==> config.mk <==
export PLATFORM = sky130hd
export DESIGN_NAME = decoder_n_seq
export DESIGN_NICKNAME = d
export VERILOG_FILES = /design/src/rtl/decoder_n_seq.sv
export SDC_FILE = /design/constraint.sdc
export NUM_CORES = 1
export LEC_CHECK = 0
export BUFFER_PORTS_ARGS = -buffer_cell sky130_fd_sc_hd__buf_4
export CORE_MARGIN = 1
export CORE_UTILIZATION = 50
export CTS_CLUSTER_DIAMETER = 150
export CTS_CLUSTER_SIZE = 24
export DETAILED_ROUTE_END_ITERATION = 8
export HOLD_SLACK_MARGIN = 0.06
export PLACE_DENSITY = 0.69
export SLEW_MARGIN = 20
export SYNTH_ARGS = -nofsm -noshare
export SYNTH_HDL_FRONTEND = slang
export SYNTH_SLANG_ARGS = --single-unit
==> constraint.sdc <==
create_clock -name clk -period 2.8 [get_ports clk]
set_input_delay 0.14 -clock clk [delete_from_list [all_inputs] [get_ports clk]]
set_output_delay 0.14 -clock clk [all_outputs]
set_load 0.02 [all_outputs]
==> src/rtl/decoder_n_seq.sv <==
// decoder_n_seq: registered N-to-2**N one-hot decoder with three behaviours selected
// at acceptance time: DIRECT (hold until next accept), PULSE (hold for PULSE_LEN
// cycles, then clear) and SCAN (walk the hot bit upward while en stays high).
module decoder_n_seq #(
  parameter int unsigned N         = 3,
  parameter int unsigned PULSE_LEN = 4
) (
  input  logic                  clk,
  input  logic                  rst_n,
  input  logic                  en,
  input  logic [1:0]            mode,
  input  logic [N-1:0]          din,
  input  logic                  din_valid,
  output logic                  din_ready,
  output logic [(1<<N)-1:0]     y,
  output logic                  y_valid,
  output logic                  scan_wrap
);

  localparam int unsigned W = 1 << N;

  localparam logic [1:0] ModePulse = 2'd1;
  localparam logic [1:0] ModeScan  = 2'd2;

  localparam logic [7:0] PulseCnt = 8'(PULSE_LEN);

  typedef enum logic [1:0] {
    StIdle,
    StHold,
    StScan
  } state_e;

  state_e         state_q, state_d;
  logic [N-1:0]   idx_q, idx_d;
  logic [N-1:0]   idx_inc;
  logic [7:0]     cnt_q, cnt_d;
  logic [W-1:0]   y_q, y_d;
  logic           y_valid_q, y_valid_d;
  logic           scan_wrap_q, scan_wrap_d;
  logic           accept;

  function automatic logic [W-1:0] onehot(input logic [N-1:0] i);
    logic [W-1:0] v;
    v    = '0;
    v[i] = 1'b1;
    return v;
  endfunction

  // Ready is gated by rst_n so it reads 0 for the whole reset interval.
  always_comb begin
    din_ready = rst_n & en & (state_q == StIdle);
    accept    = din_valid & din_ready;
    idx_inc   = idx_q + 1'b1;
  end

  // Next-state and registered-output logic; mode only matters on acceptance.
  always_comb begin
    state_d     = state_q;
    idx_d       = idx_q;
    cnt_d       = cnt_q;
    y_d         = y_q;
    y_valid_d   = 1'b0;
    scan_wrap_d = 1'b0;
    unique case (state_q)
      StIdle: begin
        if (accept) begin
          y_d       = onehot(din);
          y_valid_d = 1'b1;
          idx_d     = din;
          case (mode)
            ModePulse: begin
              state_d = StHold;
              cnt_d   = PulseCnt;
            end
            ModeScan: begin
              state_d = StScan;
            end
            // DIRECT and the reserved encoding stay in idle.
            default: ;
          endcase
        end
      end
      StHold: begin
        // Counter holds the number of held cycles still to be shown, this one included.
        if (cnt_q <= 8'd1) begin
          y_d     = '0;
          cnt_d   = 8'd0;
          state_d = StIdle;
        end else begin
          cnt_d = cnt_q - 8'd1;
        end
      end
      StScan: begin
        if (en) begin
          idx_d       = idx_inc;
          y_d         = onehot(idx_inc);
          y_valid_d   = 1'b1;
          scan_wrap_d = (idx_q == {N{1'b1}});
        end else begin
          y_d     = '0;
          state_d = StIdle;
        end
      end
      default: begin
        state_d = StIdle;
        y_d     = '0;
      end
    endcase
  end

  // State register with asynchronous clear of every output and the counter.
  always_ff @(posedge clk or negedge rst_n) begin
    if (!rst_n) begin
      state_q     <= StIdle;
      idx_q       <= '0;
      cnt_q       <= 8'd0;
      y_q         <= '0;
      y_valid_q   <= 1'b0;
      scan_wrap_q <= 1'b0;
    end else begin
      state_q     <= state_d;
      idx_q       <= idx_d;
      cnt_q       <= cnt_d;
      y_q         <= y_d;
      y_valid_q   <= y_valid_d;
      scan_wrap_q <= scan_wrap_d;
    end
  end

  assign y         = y_q;
  assign y_valid   = y_valid_q;
  assign scan_wrap = scan_wrap_q;

endmodule

# Yosys cells after proc, flatten, opt, wreduce, memory -nomap -nowiden
# Cells that the tools add are included.
dict set report op_classes {
  n_bitwise 3
  reduce_logical 9
  eq_ne 11
  magnitude_cmp 5
  add_sub_neg 2
  muxes 25
}
# operator count
set op_table {}
lappend op_table {{two-way mux 8 bit} 6}
lappend op_table {{case mux 8 bit (3 select lines)} 1}
lappend op_table {{case mux 8 bit (2 select lines)} 1}
lappend op_table {{less-or-equal comparator 8 x 1 -> 1 bit, second input constant} 1}
lappend op_table {{< comparator 3 x 4 -> 1 bit, second input constant} 2}
lappend op_table {{inequality test 2 bit, second input constant} 4}
lappend op_table {{subtractor 8 x 1 -> 8 bit, second input constant} 1}
lappend op_table {{demux 1 bit (select 3 bit)} 2}
lappend op_table {{greater-or-equal comparator 3 x 1 -> 1 bit, second input constant} 2}
lappend op_table {{two-way mux 1 bit} 6}
lappend op_table {{two-way mux 2 bit} 3}
lappend op_table {{two-way mux 3 bit} 2}
lappend op_table {{case mux 2 bit (3 select lines)} 1}
lappend op_table {{case mux 3 bit (2 select lines)} 1}
lappend op_table {{AND reduction 3 bit} 2}
lappend op_table {{== test 2 x 1 -> 1 bit, second input constant} 2}
lappend op_table {{== test 2 bit, second input constant} 2}
lappend op_table {{case mux 2 bit (2 select lines)} 1}
lappend op_table {{AND reduction 4 bit} 1}
lappend op_table {{nonzero test 2 bit} 2}
lappend op_table {{adder 3 x 1 -> 3 bit, second input constant} 1}
lappend op_table {{AND 1 bit} 3}
lappend op_table {{== test 3 bit, second input constant} 1}
lappend op_table {{inequality test 3 x 1 -> 1 bit, second input constant} 1}
lappend op_table {{other kinds (5)} 6}
dict set report word_totals {
  regBits 23
  word_cells 61
  inputBits 9
}

# Depth between registers and ports, before layout
# Gate-level depths: netlist of the first run.
dict set report depth {
  word_depth 7
  depth_mapped 6
  mapped_depth_nobuf 6
}

# Worst setup path after synthesis of the first run
# Ideal clock, no wire load.
dict set report synth_timing {
  kind {reg2reg}
  startpoint {register cnt_q[4]}
  endpoint {register cnt_q[4]}
  stages_incl_launch_ff 5
  arrival_ns 1.658
  slack_ns 1.018
  n_path_buf 0
  synth_period_minus_slack_ns 1.782
  setup_time_ns 0.124
  path_cell_list {dfrtp_1 or4_4 o41ai_2 nor3_1 a211o_1}
}
dict set report synth_via {
  elab_chain_cells 3
  word_cells_on_any_way 4
}
# item line_no
set synth_lines {}
lappend synth_lines {{start, declared} 36} ;# logic [7:0] cnt_q, cnt_d;
lappend synth_lines {{start signal, assigned} 123} ;# cnt_q <= cnt_d;
lappend synth_lines {{subtractor 8 x 1 -> 8 bit / less-or-equal comparator 8 x 1 -> 1 bit (equally long branches)} {90, 85}}
lappend synth_lines {{two-way mux 8 bit *} 85} ;# if (cnt_q <= 8'd1) begin
lappend synth_lines {{case mux 8 bit (2 select lines) *} 64} ;# unique case (state_q)
# Mark *: on every way between the ends. The rest lies on a longest branch, timed or not.
# A chain may end at the register's enable or synchronous reset.

# Final worst setup path of the first run
dict set report layout_timing {
  startpoint {register cnt_q[4]}
  endpoint {register y_q[6] (netlist: y[6])}
}
dict set report layout_via {
  elab_chain_cells 3
}
# item line_no
set layout_lines {}
lappend layout_lines {{less-or-equal comparator 8 x 1 -> 1 bit} 85}
lappend layout_lines {{inequality test 2 bit (no source line)} --}
lappend layout_lines {{AND reduction 2 bit (no source line)} --}
lappend layout_lines {{end signal, assigned} 124} ;# y_q <= y_d;
lappend layout_lines {{end, declared} 37} ;# logic [W-1:0] y_q, y_d;
# Every way passes these cells.

==> results by group, run 1 <==
STA
  • Worst-Margin Slew: 0.614 ns
  • Fmax: 483 MHz
  • Rel. slew slack: 0.589
  • RSZ-0062 raised after global routing: no
  • Final setup viols: 0
  • Fin Setup TNS: 0 ns
  • Tcrit/Tclk final: 0.740
  • Fin Clk Skew: 0.00850 ns
  • Fin. max-slew vios: 0
  • Minimum clock period: 2.07 ns
  • WHS: 0.0854 ns
  • Fin. Hold Viols: 0

Synth
  • Largest family of logic cells by synthesized area: simple AND/OR/NAND/NOR gates
  • Synth Cell Area: 1220 sq um
  • Synth Area in Simple Gates: 0.254
  • Xor/xnor cell area share of the yosys netlist: 0
  • Seq/Total Area, Yosys: 0.472
  • Cells after synthesis: 123
  • Syn_nets: 136
  • Synth Area in Compound Gates: 0.207
  • Async set-reset flop share out of synthesis: 1.00
  • Avg Cell Area, Syn: 9.91 sq um
  • Proportion of synthesized area in mux cells: 0.00821
  • FF+latch count, synth: 23
  • Top_reg_cell synth: dfrtp_1
  • Yosys cell types: 36
  • Area share of fa/ha/maj cells after synthesis: 0.0411
  • Number of flops mapped to enable cells by yosys: 0
  • Synth Warn #: 0

Drt
  • Iteration-0 DRC Markers: 30
  • Pre-antenna DRT Iters: 4
  • Routed WL: 2610 um
  • Number of vias per cell: 6.16
  • Vias after detailed routing: 1,059
  • Post-DRT Antenna Nets: 0
  • DRC violations left: 0
  • DR WL/cell: 15.2 um

Floorplanning
  • I/O Pins: 20
  • FP Rows: 17
  • Die height: 51.4 um
  • Die Area: 2640 sq um
  • Initial Utilization: 0.541
  • Die width: 51.4 um
  • Core footprint: 2250 sq um

CTS
  • Post-cts resize count: 0
  • Clk root buf: clkbuf_4
  • CTS sink cnt: 23
  • Clock Latency Late Sink: 0.31 ns
  • CTS max path bufs: 2
  • H-tree level count: 1
  • Worst-path clk slew: 0.13 ns
  • Postcts setup bufs: 0
  • TritonCTS clock tree: yes
  • TritonCTS Buffers: 3

Critical path
  • Req. time, crit path: 3.01 ns
  • Crit start category: flip-flop
  • Worst setup path startpoint: cnt_q[4]$_DFFE_PN0P_
  • CP Capture Type: flip-flop
  • CP max FO: 8
  • Critical path arrival: 2.28 ns
  • Kind of critical path: flip-flop to flip-flop
  • Reg2reg start: cnt_q[4]$_DFFE_PN0P_

Run status
  • Outcome: complete, no violations

Cells and area
  • Area grow syn2layout: 16.5%
  • Nets: 158
  • Final instance area: 1420 sq um
  • Share of post-route cells with drive strength above 1: 0.208
  • Final core utilization: 0.630
  • Antenna fix cells: 0

Pwr
  • Peak supply drop: 0.000720 V
  • P_leak: 0.662 nW
  • Pwr dens: 816 nW/um^2

GRT
  • Vias in the first global route: 987
  • Congestion Overflow GR: 0
  • Total track usage: 0.225
  • First-pass GRT wire length: 4350 um
  • Largest net degree at the start of global routing: 25
  • Initial antenna violation count: 0

Placement
  • Post-detail-place hpwl: 1900 um
  • Placer Congestion: 0.849
  • Cell area after placement: 1380 sq um
  • PortBufs: 19

Flow run
  • Max-cap viol count: 0

Min path
  • Worst Min Path Start: mode[0]
  • Hold crit path type: primary input to flip-flop
-- timing repair --
item / in CTS / in global routing
hold buffers: 1 / 0
endpoints found under the hold margin: 23 / 0
endpoints found under the setup margin: 0 / 0
-- cell usage after synthesis, types with 2 or more instances --
cell type  instances  area (sq um)
a21oi_1            5          25.0
a22o_1             8          70.1
and2_1             2          12.5
and3_1             2          12.5
buf_2              2          10.0
dfrtp_1           23           576
ha_1               4          50.1
inv_1              2          7.51
nand2_1           14          52.6
nand2b_1           7          43.8
nand3_1            5          25.0
nor2_1             6          22.5
nor2b_1            2          12.5
nor3_1             2          10.0
nor4_1             2          12.5
o21ai_0            4          20.0
o22ai_1            7          43.8
o32ai_1            2          17.5
or2_2              2          12.5
or3_1              6          37.5
-- area by class of cell --
| cell class | instances | area, sq um |
|---|---|---|
| fill | 188 | 835 |
| multi-input combinational | 95 | 622 |
| sequential | 23 | 576 |
| timing repair buffer | 20 | 153 |
| tap | 28 | 35.0 |
| clock buffer | 3 | 22.5 |
| inverter | 2 | 7.51 |
| clock inverter | 1 | 5.00 |
-- critical path, stage by stage (launching register included) --
cell and delay [ns]:
dfrtp_1 0.46, or4_4 0.55, nor4_1 0.38, a21boi_1 0.28
a22o_1 0.30
-- registers in the layout (all words and copies together), names as in the netlist --
register,flops
state_q,2
scan_wrap,1
cnt_q,8
y_valid,1
idx_q,3
y,8
-- per-stage QoR --
step | power [mW] | setup slack [ns] | std cells
floorplan | 0.873 | 1.02 | 123
global placement | 0.980 | 0.799 | 167
detailed placement | 1.00 | 0.787 | 167
CTS | 1.15 | 0.730 | 172
global route | 1.25 | 0.600 | 172
finish | 1.16 | 0.729 | 172
-- final timing paths --
check | end | slack (ns) | cells past startpoint
worst max-delay path | y[6]$_DFFE_PN0P_ | 0.73 | 4
worst min-delay path | state_q[1]$_DFFE_PN0P_ | 0.09 | 3
worst max register to register | y[6]$_DFFE_PN0P_ | 0.73 | 4
worst min register to register | y[5]$_DFFE_PN0P_ | 0.52 | 1
max in group asynchronous | idx_q[1]$_DFFE_PN0P_ | 2.32 | 2
min in group asynchronous | y[4]$_DFFE_PN0P_ | 0.24 | 2
-- per-layer routing --
metal,global-route usage,vias to the layer above,part of all wire
met5,0,-,0
met4,0.117,0,0.015
met1,0.315,510,0.48
met3,0.0357,5,0.055
li1,-,504,-
met2,0.331,40,0.45
-- placed cells by master (no fill, tap or decap), types with 2 or more instances in the layout --
cell type and instances:
inv_1 2, nor4_1 2, and3_1 2, or2_2 2, nand3_1 5, clkbuf_4 3
or3_1 6, a22o_1 8, buf_4 19, and2_1 2, o32ai_1 2, dfrtp_1 23
o22ai_1 7, nor3_1 2, a21oi_1 5, nor2_1 6, nand2b_1 7, ha_1 4
nor2b_1 2, nand2_1 14, o21ai_0 4
-- power breakdown --
part           switching [mW]  internal, mW
registers               0.117         0.422
logic                   0.255         0.212
clock network           0.100        0.0534
total                   0.472         0.687
-- cell families after synthesis --
| family | Yosys count |
|---|---|
| AOI/OAI and AO/OA | 34 |
| buffers and inverters | 5 |
| adders and majority gates | 4 |
| and+or+nand+nor | 56 |
| DFF | 23 |
| muxes | 1 |
Power figures use the tool's default switching activity.
==> inputs of run 2 (changes only) <==
- ABC_AREA: not set -> 1
- PLACE_DENSITY: 0.69 -> 0.71
- clock period: 2.8 -> 1.8 ns (I/O delays scaled with it)
==> results by group, run 2 <==
Synth
  • Synth Warn #: 0 (unchanged)
  • Avg Cell Area, Syn: 7.35 sq um (-26%)
  • Top cell type's share of synthesized area: 0.414 (-0.0579)
  • Synth area leader: dfrtp_1
  • Synth top area cells: dfrtp_1 41%, nand2_1 18%, inv_1 5.7%
  • Number of flops mapped to enable cells by yosys: 0 (unchanged)
  • Syn_nets: 202 (+49%)
  • Top_reg_cell synth: dfrtp_1
  • Seq/Total Area, Yosys: 0.414 (-0.0579)
  • Synth Cell Area: 1390 sq um (+14%)
  • Cells after synthesis: 189 (+54%)
  • Synth top cells by count: 65 x nand2_1, 23 x dfrtp_1, 21 x inv_1, 17 x nor2_1, 13 x nand3_1
  • Async set-reset flop share out of synthesis: 1.00 (unchanged)
  • FF+latch count, synth: 23 (unchanged)
  • Yosys cell types: 23 (-36%)
  • Most numerous cell in the Yosys netlist: nand2_1

STA
  • Worst setup margin: 0.150 ns (-0.579 ns)
  • Minimum clock period: 1.65 ns (-0.421 ns)
  • Fmax: 606 MHz (+26%)
  • Worst-Margin Slew: 0.339 ns (-0.275 ns)
  • RSZ-0062 raised after global routing: no
  • Tcrit/Tclk final: 0.916 (+0.177)
  • Fin. max-slew vios: 0 (unchanged)
  • Fin Clk Skew: 0.00288 ns (-0.00562 ns)
  • Final setup viols: 0 (unchanged)
  • WHS: 0.0797 ns (-0.00572 ns)
  • Fin Setup TNS: 0 ns (unchanged)
  • Fin. Hold Viols: 0 (unchanged)
  • Rel. slew slack: 0.774 (+0.185)

Pwr
  • Comb power frac: 0.098 (-0.305)
  • Pwr dens: 516 nW/um^2 (-37%)
  • Total chip power: 0.840 mW (-28%)
  • Sequential share of power: 0.628 (+0.163)
  • Peak supply drop: 0.000384 V (-47%)
  • P_leak: 0.897 nW (+36%)
  • P_int: 0.641 mW (-6.7%)
  • Switching share of total power: 0.237 (-0.170)
  • Clock network fraction of total power: 0.274 (+0.142)
  • Total net switching power: 0.199 mW (-58%)

Min path
  • Hold crit path type: primary input to flip-flop
  • Hold Path End: y_valid$_DFF_PN0_
  • Hold depth: 3 (unchanged)
  • Worst Min Path Start: din_valid

Placement
  • PortBufs: 19 (unchanged)
  • Placer Congestion: 0.838 (-1.3%)
  • Cell area after placement: 1580 sq um (+14%)
  • Post-Place Cells: 239 (+43%)
  • Post-detail-place hpwl: 2350 um (+23%)
  • Worst slack, placed: 0.148 ns (-0.640 ns)

Drt
  • Post-DRT Antenna Nets: 0 (unchanged)
  • DR WL/cell: 12.4 um (-18%)
  • Iteration-0 DRC Markers: 45 (+50%)
  • Vias after detailed routing: 1,312 (+24%)
  • Routed WL: 3030 um (+16%)
  • DRC violations left: 0 (unchanged)
  • Pre-antenna DRT Iters: 4 (unchanged)
  • Number of vias per cell: 5.36 (-13%)

Critical path
  • CP delay by family, top: adder cells
  • R2r worst-path depth: 8 (+4)
  • CP Capture Type: flip-flop
  • CP cell instances: ha_1, ha_1, inv_1, nor2_1, nand3_1, o21ai_0, nand2_1, nand2_1
  • Minimum setup slack among reg-to-reg paths: 0.15 ns (-0.58 ns)
  • Crit-path max cell delay: 0.48 ns (-0.07 ns)
  • Reg2reg start: idx_q[0]$_DFFE_PN0P_
  • Crit start category: flip-flop
  • Req. time, crit path: 2.05 ns (-0.96 ns)
  • CP max FO: 7 (-1)
  • Critical path arrival: 1.90 ns (-0.38 ns)
  • Kind of critical path: flip-flop to flip-flop
  • Worst R2R End: y[4]$_DFFE_PN0P_
  • CP bufs+invs: 1 (+1)
  • Slowest cell on crit path: dfrtp_1

Cells and area
  • Antenna fix cells: 0 (unchanged)
  • Nets: 229 (+45%)
  • Final instance area: 1630 sq um (+15%)
  • Register Area: 576 sq um (unchanged)
  • Multi-input logic area: 722 sq um (+16%)
  • Fill count: 223 (+19%)
  • Most frequent cells in the layout: 64 x nand2_1, 23 x dfrtp_1, 21 x inv_1
  • Finished Layout Cells: 245 (+42%)
  • Final core utilization: 0.640 (+0.00977)
  • Commonest non-fill, non-tap cell in the layout: nand2_1
  • Area grow syn2layout: 17.2%
  • Share of post-route cells with drive strength above 1: 0.195 (-0.0130)

CTS
  • TritonCTS clock tree: yes
  • CTS max path bufs: 2 (unchanged)
  • TritonCTS Buffers: 3 (unchanged)
  • CTS sink cnt: 23 (unchanged)
  • H-tree level count: 1 (unchanged)
  • Worst-path clk slew: 0.12 ns (about the same)
  • Clock Latency Late Sink: 0.30 ns (about the same)
  • Clk root buf: clkbuf_4

Floorplanning
  • I/O Pins: 20 (unchanged)
  • FP Rows: 18 (+1)
  • Core footprint: 2540 sq um (+13%)
  • Die width: 54.7 um (+6.5%)
  • Initial Utilization: 0.546 (+0.00521)
  • Die height: 54.7 um (+6.5%)
  • Die Area: 2990 sq um (+13%)

GRT
  • First-pass GRT wire length: 4830 um (+11%)
  • Vias in the first global route: 1,231 (+25%)
  • Initial antenna violation count: 0 (unchanged)
  • Largest net degree at the start of global routing: 24 (-4.0%)
  • Congestion Overflow GR: 0 (unchanged)
  • Total track usage: 0.226 (+0.000912)

Flow run
  • Max-cap viol count: 0 (unchanged)

Run status
  • Outcome: complete, no violations
run 2: changes by cell type after synthesis, sizes merged, moves of 5 or more:
cell,before,now
nor2,6,20
o22ai,7,2
or3,6,0
nand4,0,11
o21ai,4,12
a22o,8,0
nand2,14,71
inv,2,25
nand2b,7,0
nand3,5,13
run 2: final cells by class:
type / count / share of cell area
Timing Repair Buffer: 22 / 0.105
Clock buffer: 4 / 0.0161
Inverter: 25 / 0.0592
Sequential cell: 23 / 0.354
Tap cell: 30 / 0.0231
Multi-Input combinational cell: 141 / 0.444
run 2: worst min-delay path: cells and delay by family:
kind / cells / cell delay, ns
and+or+nand+nor: 2 / 0.16
buffers and inverters: 1 / 0.10
run 2: logic make-up (layout without fill, tap and decap cells):
group           count (synthesis)  in the layout  share of synthesized area
compound gates                 21             21                     0.0991
fa+ha+maj                       4              4                     0.0360
buf+inv                        25             51                     0.0694
flops                          23             23                      0.414
simple gates                  116            116                      0.381
run 2: how the worst max path moves through the flow:
| stage | startpoint | to | slack (ns) | cells after the start |
|---|---|---|---|---|
| 3_3_place_gp | cnt_q[0]$_DFFE_PN0P_ | y[3]$_DFFE_PN0P_ | 0.22 | 9 |
| 2_1_floorplan | cnt_q[0]$_DFFE_PN0P_ | y[1]$_DFFE_PN0P_ | 0.37 | 9 |
| 5_1_grt | cnt_q[0]$_DFFE_PN0P_ | y[2]$_DFFE_PN0P_ | 0.02 | 9 |
| 3_5_place_dp | cnt_q[0]$_DFFE_PN0P_ | y[7]$_DFFE_PN0P_ | 0.15 | 9 |
| 6_report | idx_q[0]$_DFFE_PN0P_ | y[4]$_DFFE_PN0P_ | 0.15 | 8 |
| 4_1_cts | cnt_q[0]$_DFFE_PN0P_ | y[7]$_DFFE_PN0P_ | 0.12 | 9 |
run 2: power by group through the flow:
| stage | Clock, mW | Sequential [mW] | Combinational, mW |
|---|---|---|---|
| 5_1_grt | 0.254 | 0.528 | 0.0920 |
| 6_report | 0.230 | 0.527 | 0.0827 |
| 4_1_cts | 0.241 | 0.527 | 0.0822 |
| 2_1_floorplan | 0 | 0.541 | 0.0307 |
| 3_5_place_dp | 0 | 0.537 | 0.0787 |
| 3_3_place_gp | 0 | 0.537 | 0.0766 |
run 2: metal layers:
layer / up-vias / share of wire / global-route usage
li1: 665 / - / -
met1: 604 / 0.43 / 0.240
met2: 39 / 0.52 / 0.442
met3: 4 / 0.040 / 0.0250
met4: 0 / 0.013 / 0.0855
met5: - / 0 / 0
run 2: repair_timing:
action                                  CTS  global route
hold buffers                              2             0
setup buffers                             0             0
endpoints found under the setup margin    0             8
gates resized for setup                   0             2
hold endpoints to repair                 24             0
